## src/rtl/uart_bus_bridge_pkg.sv

```systemverilog
// Shared definitions for the UART-to-bus bridge: command opcodes, response
// codes and the parser/transmit state encoding.
package uart_bus_bridge_pkg;

  localparam logic [7:0] OP_WRITE    = 8'h01;
  localparam logic [7:0] OP_READ     = 8'h02;
  localparam logic [7:0] RESP_WR_OK  = 8'hA5;
  localparam logic [7:0] RESP_BAD_OP = 8'hEE;

  typedef enum logic [3:0] {
    ST_IDLE,
    ST_ADDR_H,
    ST_ADDR_L,
    ST_DATA_H,
    ST_DATA_L,
    ST_EXEC_W,
    ST_EXEC_R,
    ST_CAPTURE,
    ST_SEND,
    ST_SEND_HOLD,
    ST_SEND_WAIT
  } state_e;

endpackage

```

## src/rtl/uart_bus_bridge_byte_timeout.sv

```systemverilog
// byte_timeout: loadable saturating up-counter used as the inter-byte timer.
// Ports:
//   clk, rst_n  clock and async active-low reset
//   clear       restart the count from zero (a byte arrived)
//   enable      count this cycle (parser is mid-command)
//   expired     high while enabled and the count sits at TIMEOUT; the
//               parser leaves its counting states on this, so it acts as a
//               single-cycle pulse
module uart_bus_bridge_byte_timeout #(
  parameter int TIMEOUT  = 1200000,
  parameter int TO_WIDTH = 21
) (
  input  logic clk,
  input  logic rst_n,
  input  logic clear,
  input  logic enable,
  output logic expired
);

  localparam logic [TO_WIDTH-1:0] TERM = TO_WIDTH'(TIMEOUT);

  logic [TO_WIDTH-1:0] count_q, count_d;

  always_comb begin
    count_d = count_q;
    if (clear) begin
      count_d = '0;
    end else if (enable && (count_q != TERM)) begin
      count_d = count_q + TO_WIDTH'(1);
    end
  end

  always_ff @(posedge clk or negedge rst_n) begin
    if (!rst_n) begin
      count_q <= '0;
    end else begin
      count_q <= count_d;
    end
  end

  // A byte arriving in the expiry cycle wins: clear masks the expiry.
  assign expired = enable && !clear && (count_q == TERM);

endmodule

```

## src/rtl/uart_bus_bridge.sv

```systemverilog
// uart_bus_bridge: parses byte-framed read/write commands from a UART
// receiver, drives a 16-bit bus, and returns response bytes to a UART
// transmitter.
// Ports:
//   CLK, RSTN           clock, async active-low reset
//   RXbuffer, RXready   received byte and its one-cycle valid pulse
//   TXbuffer, TXstart   byte to send and its one-cycle request
//   TXbusy              transmitter busy
//   busAddr, busDout    bus address / write data (held between commands)
//   busDin              read data, valid the cycle after busRead
//   busWrite, busRead   one-cycle bus strobes
//   busy                high whenever the FSM is not idle
//   overrun             sticky: a byte was dropped while executing/responding
//
// state       | meaning
// ------------+--------------------------------------------------------
// IDLE        | waiting for an opcode byte
// ADDR_H      | waiting for address high byte
// ADDR_L      | waiting for address low byte
// DATA_H      | waiting for write data high byte
// DATA_L      | waiting for write data low byte
// EXEC_W      | busWrite strobe cycle
// EXEC_R      | busRead strobe cycle
// CAPTURE     | latch busDin, queue the two read response bytes
// SEND        | raise TXstart once the transmitter is free
// SEND_HOLD   | TXstart cycle; TXbusy not yet meaningful
// SEND_WAIT   | wait for TXbusy low, then next byte or IDLE
module uart_bus_bridge
  import uart_bus_bridge_pkg::*;
#(
  parameter int TIMEOUT  = 1200000,
  parameter int TO_WIDTH = 21
) (
  input  logic        CLK,
  input  logic        RSTN,
  input  logic [7:0]  RXbuffer,
  input  logic        RXready,
  output logic [7:0]  TXbuffer,
  output logic        TXstart,
  input  logic        TXbusy,
  output logic [15:0] busAddr,
  output logic [15:0] busDout,
  input  logic [15:0] busDin,
  output logic        busWrite,
  output logic        busRead,
  output logic        busy,
  output logic        overrun
);

  state_e      state_q, state_d;
  logic [15:0] cmd_addr_q, cmd_addr_d;
  logic [7:0]  data_hi_q, data_hi_d;
  logic        is_write_q, is_write_d;
  logic [7:0]  tx_buf_q, tx_buf_d;
  logic [7:0]  tx_next_q, tx_next_d;
  logic        tx_more_q, tx_more_d;
  logic        tx_start_q, tx_start_d;
  logic [15:0] bus_addr_q, bus_addr_d;
  logic [15:0] bus_dout_q, bus_dout_d;
  logic        bus_write_q, bus_write_d;
  logic        bus_read_q, bus_read_d;
  logic        busy_q, busy_d;
  logic        overrun_q, overrun_d;

  logic to_enable;
  logic to_expired;

  assign to_enable = state_q inside {ST_ADDR_H, ST_ADDR_L, ST_DATA_H, ST_DATA_L};

  uart_bus_bridge_byte_timeout #(
    .TIMEOUT (TIMEOUT),
    .TO_WIDTH(TO_WIDTH)
  ) u_byte_timeout (
    .clk    (CLK),
    .rst_n  (RSTN),
    .clear  (RXready),
    .enable (to_enable),
    .expired(to_expired)
  );

  always_comb begin
    state_d     = state_q;
    cmd_addr_d  = cmd_addr_q;
    data_hi_d   = data_hi_q;
    is_write_d  = is_write_q;
    tx_buf_d    = tx_buf_q;
    tx_next_d   = tx_next_q;
    tx_more_d   = tx_more_q;
    tx_start_d  = 1'b0;
    bus_addr_d  = bus_addr_q;
    bus_dout_d  = bus_dout_q;
    bus_write_d = 1'b0;
    bus_read_d  = 1'b0;
    overrun_d   = overrun_q;

    case (state_q)
      ST_IDLE: begin
        if (RXready) begin
          if ((RXbuffer == OP_WRITE) || (RXbuffer == OP_READ)) begin
            is_write_d = (RXbuffer == OP_WRITE);
            state_d    = ST_ADDR_H;
          end else begin
            tx_buf_d  = RESP_BAD_OP;
            tx_more_d = 1'b0;
            state_d   = ST_SEND;
          end
        end
      end
      ST_ADDR_H: begin
        if (RXready) begin
          cmd_addr_d[15:8] = RXbuffer;
          state_d          = ST_ADDR_L;
        end else if (to_expired) begin
          state_d = ST_IDLE;
        end
      end
      ST_ADDR_L: begin
        if (RXready) begin
          cmd_addr_d[7:0] = RXbuffer;
          if (is_write_q) begin
            state_d = ST_DATA_H;
          end else begin
            // Strobe registered here so it lands the cycle after the last byte.
            bus_addr_d = {cmd_addr_q[15:8], RXbuffer};
            bus_read_d = 1'b1;
            state_d    = ST_EXEC_R;
          end
        end else if (to_expired) begin
          state_d = ST_IDLE;
        end
      end
      ST_DATA_H: begin
        if (RXready) begin
          data_hi_d = RXbuffer;
          state_d   = ST_DATA_L;
        end else if (to_expired) begin
          state_d = ST_IDLE;
        end
      end
      ST_DATA_L: begin
        if (RXready) begin
          bus_addr_d  = cmd_addr_q;
          bus_dout_d  = {data_hi_q, RXbuffer};
          bus_write_d = 1'b1;
          state_d     = ST_EXEC_W;
        end else if (to_expired) begin
          state_d = ST_IDLE;
        end
      end
      ST_EXEC_W: begin
        tx_buf_d  = RESP_WR_OK;
        tx_more_d = 1'b0;
        state_d   = ST_SEND;
      end
      ST_EXEC_R: begin
        state_d = ST_CAPTURE;
      end
      ST_CAPTURE: begin
        tx_buf_d  = busDin[15:8];
        tx_next_d = busDin[7:0];
        tx_more_d = 1'b1;
        state_d   = ST_SEND;
      end
      ST_SEND: begin
        if (!TXbusy) begin
          tx_start_d = 1'b1;
          state_d    = ST_SEND_HOLD;
        end
      end
      ST_SEND_HOLD: begin
        // The transmitter may not have raised TXbusy yet.
        state_d = ST_SEND_WAIT;
      end
      ST_SEND_WAIT: begin
        if (!TXbusy) begin
          if (tx_more_q) begin
            tx_buf_d  = tx_next_q;
            tx_more_d = 1'b0;
            state_d   = ST_SEND;
          end else begin
            state_d = ST_IDLE;
          end
        end
      end
      default: begin
        state_d = ST_IDLE;
      end
    endcase

    if (RXready && (state_q inside {ST_EXEC_W, ST_EXEC_R, ST_CAPTURE,
                                    ST_SEND, ST_SEND_HOLD, ST_SEND_WAIT})) begin
      overrun_d = 1'b1;
    end

    busy_d = (state_d != ST_IDLE);
  end

  always_ff @(posedge CLK or negedge RSTN) begin
    if (!RSTN) begin
      state_q     <= ST_IDLE;
      cmd_addr_q  <= '0;
      data_hi_q   <= '0;
      is_write_q  <= 1'b0;
      tx_buf_q    <= '0;
      tx_next_q   <= '0;
      tx_more_q   <= 1'b0;
      tx_start_q  <= 1'b0;
      bus_addr_q  <= '0;
      bus_dout_q  <= '0;
      bus_write_q <= 1'b0;
      bus_read_q  <= 1'b0;
      busy_q      <= 1'b0;
      overrun_q   <= 1'b0;
    end else begin
      state_q     <= state_d;
      cmd_addr_q  <= cmd_addr_d;
      data_hi_q   <= data_hi_d;
      is_write_q  <= is_write_d;
      tx_buf_q    <= tx_buf_d;
      tx_next_q   <= tx_next_d;
      tx_more_q   <= tx_more_d;
      tx_start_q  <= tx_start_d;
      bus_addr_q  <= bus_addr_d;
      bus_dout_q  <= bus_dout_d;
      bus_write_q <= bus_write_d;
      bus_read_q  <= bus_read_d;
      busy_q      <= busy_d;
      overrun_q   <= overrun_d;
    end
  end

  assign TXbuffer = tx_buf_q;
  assign TXstart  = tx_start_q;
  assign busAddr  = bus_addr_q;
  assign busDout  = bus_dout_q;
  assign busWrite = bus_write_q;
  assign busRead  = bus_read_q;
  assign busy     = busy_q;
  assign overrun  = overrun_q;

endmodule

```

## config.mk

```make
export PLATFORM = sky130hd
export DESIGN_NAME = uart_bus_bridge
export DESIGN_NICKNAME = d
export VERILOG_FILES = /design/src/rtl/uart_bus_bridge_pkg.sv /design/src/rtl/uart_bus_bridge_byte_timeout.sv /design/src/rtl/uart_bus_bridge.sv
export SDC_FILE = /design/constraint.sdc
export NUM_CORES = 1
export LEC_CHECK = 0
export CAP_MARGIN = 20
export CORE_UTILIZATION = 60
export CTS_BUF_LIST = sky130_fd_sc_hd__clkbuf_8
export DETAILED_ROUTE_END_ITERATION = 8
export PLACE_DENSITY_LB_ADDON = 0.3
export SLEW_MARGIN = 40
export SYNTH_ARGS = -nofsm -noshare
export SYNTH_HDL_FRONTEND = slang
export SYNTH_SLANG_ARGS = --single-unit
```

## constraint.sdc

```tcl
create_clock -name CLK -period 4 [get_ports CLK]
set_input_delay 0.6 -clock CLK [delete_from_list [all_inputs] [get_ports CLK]]
set_output_delay 0.6 -clock CLK [all_outputs]
set_load 0.01 [all_outputs]
```

Word level (Yosys, flattened, before mapping)
Index checks and enable logic that the tools add are counted.
{"block": "word_totals", "regBits": 104, "inputBits": 28, "output_inout_bits": 45, "elab_cells": 94}
{"block": "op_classes", "add_sub_neg": 1, "n_eq_ne": 21, "n_mux": 34, "n_reduce_logical": 22}
{"operator": "16-bit two-way mux", "count": 3}
{"operator": "21-bit two-way mux", "count": 2}
{"operator": "4-bit two-way mux", "count": 10}
{"operator": "4-bit one-hot mux with 10 select lines", "count": 1}
{"operator": "8-bit two-way mux", "count": 4}
{"operator": "16-bit one-hot mux with 2 select lines", "count": 1}
{"operator": "8-bit one-hot mux with 4 select lines", "count": 1}
{"operator": "21-bit by 1-bit adder with 21-bit output, second input constant", "count": 1}
{"operator": "21-bit equality test, second input constant", "count": 1}
{"operator": "21-bit != test, second input constant", "count": 1}
{"operator": "4-bit by 3-bit equality test with 1-bit output, second input constant", "count": 4}
{"operator": "2-bit != test, second input constant", "count": 7}
{"operator": "4-bit equality test, second input constant", "count": 3}
{"operator": "4-bit nonzero test", "count": 3}
{"operator": "1-bit two-way mux", "count": 10}
{"operator": "4-bit by 2-bit equality test with 1-bit output, second input constant", "count": 2}
{"operator": "8-bit by 1-bit equality test with 1-bit output, second input constant", "count": 1}
{"operator": "8-bit by 2-bit equality test with 1-bit output, second input constant", "count": 1}
{"operator": "2-bit AND reduction", "count": 4}
{"operator": "4-bit AND reduction", "count": 2}
{"operator": "6-bit nonzero test", "count": 1}
{"operator": "5-bit AND reduction", "count": 1}
{"operator": "4-bit by 1-bit equality test with 1-bit output, second input constant", "count": 1}
{"operator": "1-bit logical AND", "count": 4}
{"operator": "other kinds (8)", "count": 9}

Logic depth before layout (Yosys ltp)
{"block": "depth", "depth_word": 8, "ltp_mapped": 9}

By module
Synthesis repeated with hierarchy kept, for this count alone.
{"block": "unflattened", "hier_cells": 400, "area_unflattened_um2": 4677.0}
{"mod": "uart_bus_bridge", "instances": 1, "cells_each": 283, "area_each_um2": 3575.9, "seq_area_each_um2": 2077.0}
{"mod": "uart_bus_bridge_byte_timeout", "instances": 1, "cells_each": 117, "area_each_um2": 1101.1, "seq_area_each_um2": 525.5}

Least setup slack after synthesis
Ideal clock, no wire load.
{"block": "synth_path", "path_kind": "reg-to-reg", "from": "register u_byte_timeout.count_q[6]", "to": "register busy_q (netlist: busy)", "t_arrival_ps": 2283, "setup_slack_ps": 1579, "path_stages_with_launch": 6, "path_buffers": 0, "synth_period_minus_slack_ps": 2421, "cell_sequence": "dfrtp_1 > or4_4 > nor4_4 > a41oi_2 > a211o_1 > or4_1"}
{"block": "synth_via", "elab_chain_len": 6, "word_cells_on_any_way": 9, "cone_classes": "eq/ne (1); mux (6); reduce/logical (2)"}
{"item": "from (decl)", "line_no": "uart_bus_bridge_byte_timeout.sv:22", "source": "logic [TO_WIDTH-1:0] count_q, count_d;"}
{"item": "from (signal assigned)", "line_no": "uart_bus_bridge_byte_timeout.sv:37", "source": "count_q <= count_d;"}
{"item": "21-bit equality test *", "line_no": "uart_bus_bridge_byte_timeout.sv:42", "source": "assign expired = enable && !clear && (count_q == TERM);"}
{"item": "1-bit logical AND *", "line_no": "uart_bus_bridge_byte_timeout.sv:42"}
{"item": "4-bit two-way mux *"}
{"item": "4-bit two-way mux (on tied branches)"}
{"item": "4-bit one-hot mux with 10 select lines *", "line_no": "uart_bus_bridge.sv:96", "source": "case (state_q)"}
{"item": "via state_d[0]", "line_no": "uart_bus_bridge.sv:50", "source": "state_e state_q, state_d;"}
{"item": "4-bit nonzero test *", "line_no": "uart_bus_bridge.sv:195", "source": "busy_d = (state_d != ST_IDLE);"}
{"item": "via busy_d", "line_no": "uart_bus_bridge.sv:62", "source": "logic busy_q, busy_d;"}
{"item": "to (signal assigned)", "line_no": "uart_bus_bridge.sv:227", "source": "busy_q <= busy_d;"}
{"item": "to (decl)", "line_no": "uart_bus_bridge.sv:62"}
The timed path passes the listed nets; every way through them passes the cells marked *.
A chain may end at the register's enable or synchronous reset.

Worst setup path after layout
{"block": "layout_path", "from": "register state_q[1]", "to": "register busy_q (netlist: busy)"}
{"block": "layout_via", "elab_chain_len": 8, "word_cells_on_any_way": 25, "cone_classes": "eq/ne (10); mux (9); reduce/logical (6)"}
{"item": "from (decl)", "line_no": "uart_bus_bridge.sv:50"}
{"item": "from (signal assigned)", "line_no": "uart_bus_bridge.sv:215", "source": "state_q <= state_d;"}
{"item": "4-bit by 1-bit equality test with 1-bit output (tied with other cells)", "line_no": "uart_bus_bridge.sv:68, uart_bus_bridge.sv:96"}
{"item": "4-bit nonzero test", "line_no": "uart_bus_bridge.sv:68", "source": "assign to_enable = state_q inside {ST_ADDR_H, ST_ADDR_L, ST_DATA_H, ST_DATA_L};"}
{"item": "1-bit logical AND (2 in a row)", "line_no": "uart_bus_bridge_byte_timeout.sv:42"}
{"item": "4-bit two-way mux"}
{"item": "4-bit two-way mux (on tied branches)"}
{"item": "4-bit one-hot mux with 10 select lines *", "line_no": "uart_bus_bridge.sv:96"}
{"item": "via state_d[0]", "line_no": "uart_bus_bridge.sv:50"}
{"item": "4-bit nonzero test *", "line_no": "uart_bus_bridge.sv:195"}
{"item": "via busy_d", "line_no": "uart_bus_bridge.sv:62"}
Marks and branches as above.

==> flow_summary_export.csv <==
group,metric,value,unit
grt,track_usage,0.242,
place,dp.cells,554,
synth,synth_edf_count,0,
drt,wire_per_inst,16.2,µm
place,gp_routability_congestion,0.775,
timing,rsz0062_at_grt,"no",
die,die_w,90.7,µm
layout,final_cell_count_no_fill,570,
synth,yosysWarningCount,0,
drt,drtPass1Iterations,4,
drt,dr_total_vias,3267,
pwr,peakVddDrop,0.000338,V
grt,grt_max_degree,80,
synth,synthCells,396,
clock_network,cts_setup_buffers,0,
clock_network,h-tree-depth,3,
synth,synth.net_count,426,
clock_network,cts-root-buf,"clkbuf_8",
synth,synth.distinct_cells,58,
clock_network,cts_tree,"yes",
grt,antenna_found_initial,0,
drt,vias_per_cell,5.73,
die,coreArea,7450,µm²
clock_network,clk_path_buf_depth,2,
grt,grt-ovfl-total,0,
synth,synth_seq_area_share,0.551,
critical_path,reg2reg_to,"busy",
synth,async_reset_ff_frac,1.00,
drt,drcViolationCount,0,
clock_network,numCtsBuffers,9,
drt,drt-total-wl,9.23,mm
timing,finalMaxSlewViolations,0,
grt,grt_pass1_wl,15.9,mm
synth,syn-cell-area,4720,µm²
synth,synth_top_cell_area_share,0.551,
die,initial_core_util,0.634,
clock_network,cts.hold.buffers_added,0,
critical_path,path_max_fanout,26,
synth,synth.area.top_cells,"dfrtp_1, mux2_2, nor2_1",
synth,synth_seq_cells,104,
min_path,hp-class,"input port to asynchronous set/reset pin",
die,die_h,90.7,µm
critical_path,r2r-start,"state_q[1]",
die,io_pins,73,
timing,setup_viol,0,
drt,drtIter0Drc,154,
timing,fmax,347,MHz
timing,relSlewSlack,0.467,
timing,min_period_over_period,0.719,
critical_path,critPathCaptureType,"flip-flop",
die,num_rows,31,
synth,yosysMostFrequentCell,"dfrtp_1",
critical_path,r2r_cells,5,
critical_path,reg2reg_slack,1120,ps
pwr,leakage,2.47,nW
clock_network,cts_resized,0,
synth,synth_area_leader_cell,"dfrtp_1",
drt,final_antenna_net_count,0,
run,max_cap_viol_count,0,
timing,tns,0,ps
place,dp_hpwl,6.36,mm
layout,post-route-util,0.767,
critical_path,path_class,"flip-flop to flip-flop",
critical_path,arrival,3110,ps
critical_path,required,4230,ps
outcome,status,"completed",
layout,layout-drive-gt1-share,0.206,
timing,worstMarginPinSlew,799,ps
layout,nNetsFinal,496,
synth,synthTopCellsByCount,"dfrtp_1, mux2_2, nor2_1",
clock_network,clkSlewWorstSetupHoldPaths,100,ps
pwr,finalPower,3.34,mW
clock_network,cts.sinks,104,
layout,area_growth_syn_to_layout,20.9,%
grt,grt_pass1_vias,3202,
timing,holdWs,253,ps
synth,syn_area_per_cell,11.9,µm²
critical_path,start_kind,"flip-flop",
clock_network,worstSkewPairLatency,360,ps
synth,synth_top_flop_cell,"dfrtp_1",
place,port_buffers,72,
pwr,power.density,585,nW/µm²
timing,hold_viol_final,0,
timing,fin_skew,10.7,ps
layout,antenna_cells,0,
die,fp.dieArea,8230,µm²
timing,min_period,2880,ps
layout by cell type, fill, tap and decap left out, types with 3 or more instances in the layout:
cell	n
mux2i_1	9
clkbuf_8	10
nand3_1	8
and3_1	6
a211oi_1	5
nand4_1	8
o31ai_1	3
nand2b_1	7
o32ai_1	3
nand2_1	25
dfrtp_1	104
a21oi_1	13
o21ai_0	14
inv_1	9
and2_1	3
xnor2_1	9
xor2_1	10
or3_1	3
nor2_1	33
buf_4	6
clkdlybuf4s50_1	71
mux2_2	59
and4_1	3
worst max-delay path by stage:
stage	to	cells after the start	startpoint	slack, ps
6_report	busy	5	state_q[1]	1120
5_1_grt	busy	5	state_q[1]	970
3_5_place_dp	busAddr[10]	5	RXready	960
4_1_cts	busAddr[10]	4	state_q[1]	1120
3_3_place_gp	busAddr[8]	5	RXready	1000
2_1_floorplan	busy	5	u_byte_timeout.count_q[6]	1580
metrics by stage:
stage          area, µm²  setup WS, ps
3_5_place_dp        5520           962
3_3_place_gp        5520          1000
6_report            5710          1120
2_1_floorplan       4720          1580
4_1_cts             5710          1120
5_1_grt             5710           972
sequential cells by signal, indices dropped and copies added, names as in the netlist:
| register | count |
|---|---|
| busDout | 16 |
| TXbuffer | 8 |
| busWrite | 1 |
| busy | 1 |
| busRead | 1 |
| data_hi_q | 8 |
| TXstart | 1 |
| busAddr | 16 |
| u_byte_timeout.count_q | 21 |
| overrun | 1 |
| tx_more_q | 1 |
| is_write_q | 1 |
| state_q | 4 |
| cmd_addr_q | 16 |
| tx_next_q | 8 |
worst max-delay path, stage by stage (launching register included):
cell	delay (ps)
dfrtp_1	690
or3b_2	630
a21oi_1	420
a41oi_2	190
a211o_1	330
or4_1	510
cells by family after synthesis:
family / after synthesis / synth area share
XOR/XNOR: 19 / 0.0352
adder cells (fa/ha/maj): 2 / 0.00530
AND/OR/NAND/NOR: 121 / 0.145
AO/OA/AOI/OAI: 54 / 0.0760
flip-flops: 104 / 0.551
buffers and inverters: 28 / 0.0283
multiplexers: 68 / 0.160
routing by layer:
| layer | part of all wire | GRT usage |
|---|---|---|
| met1 | 0.45 | 0.343 |
| met2 | 0.49 | 0.392 |
| met3 | 0.051 | 0.0471 |
| met4 | 0.0071 | 0.0470 |
| met5 | 0 | 0 |
where the power goes:
| part | internal (mW) | leakage, nW | switching [mW] | total (mW) |
|---|---|---|---|---|
| Combinational | 0.646 | 1.04 | 0.452 | 1.10 |
| Clock | 0.253 | 0.0952 | 0.368 | 0.621 |
| Sequential | 1.37 | 1.34 | 0.247 | 1.62 |
final cells by class:
| class | count | area, µm² |
|---|---|---|
| sequential | 104 | 2600 |
| inverter | 9 | 33.8 |
| clock buffer | 10 | 138 |
| timing repair buffer | 78 | 767 |
| fill | 498 | 1740 |
| tap | 99 | 124 |
| multi-input combinational | 264 | 2000 |
| clock inverter | 6 | 50.0 |
Note: power is estimated with default switching activity, not from simulation.
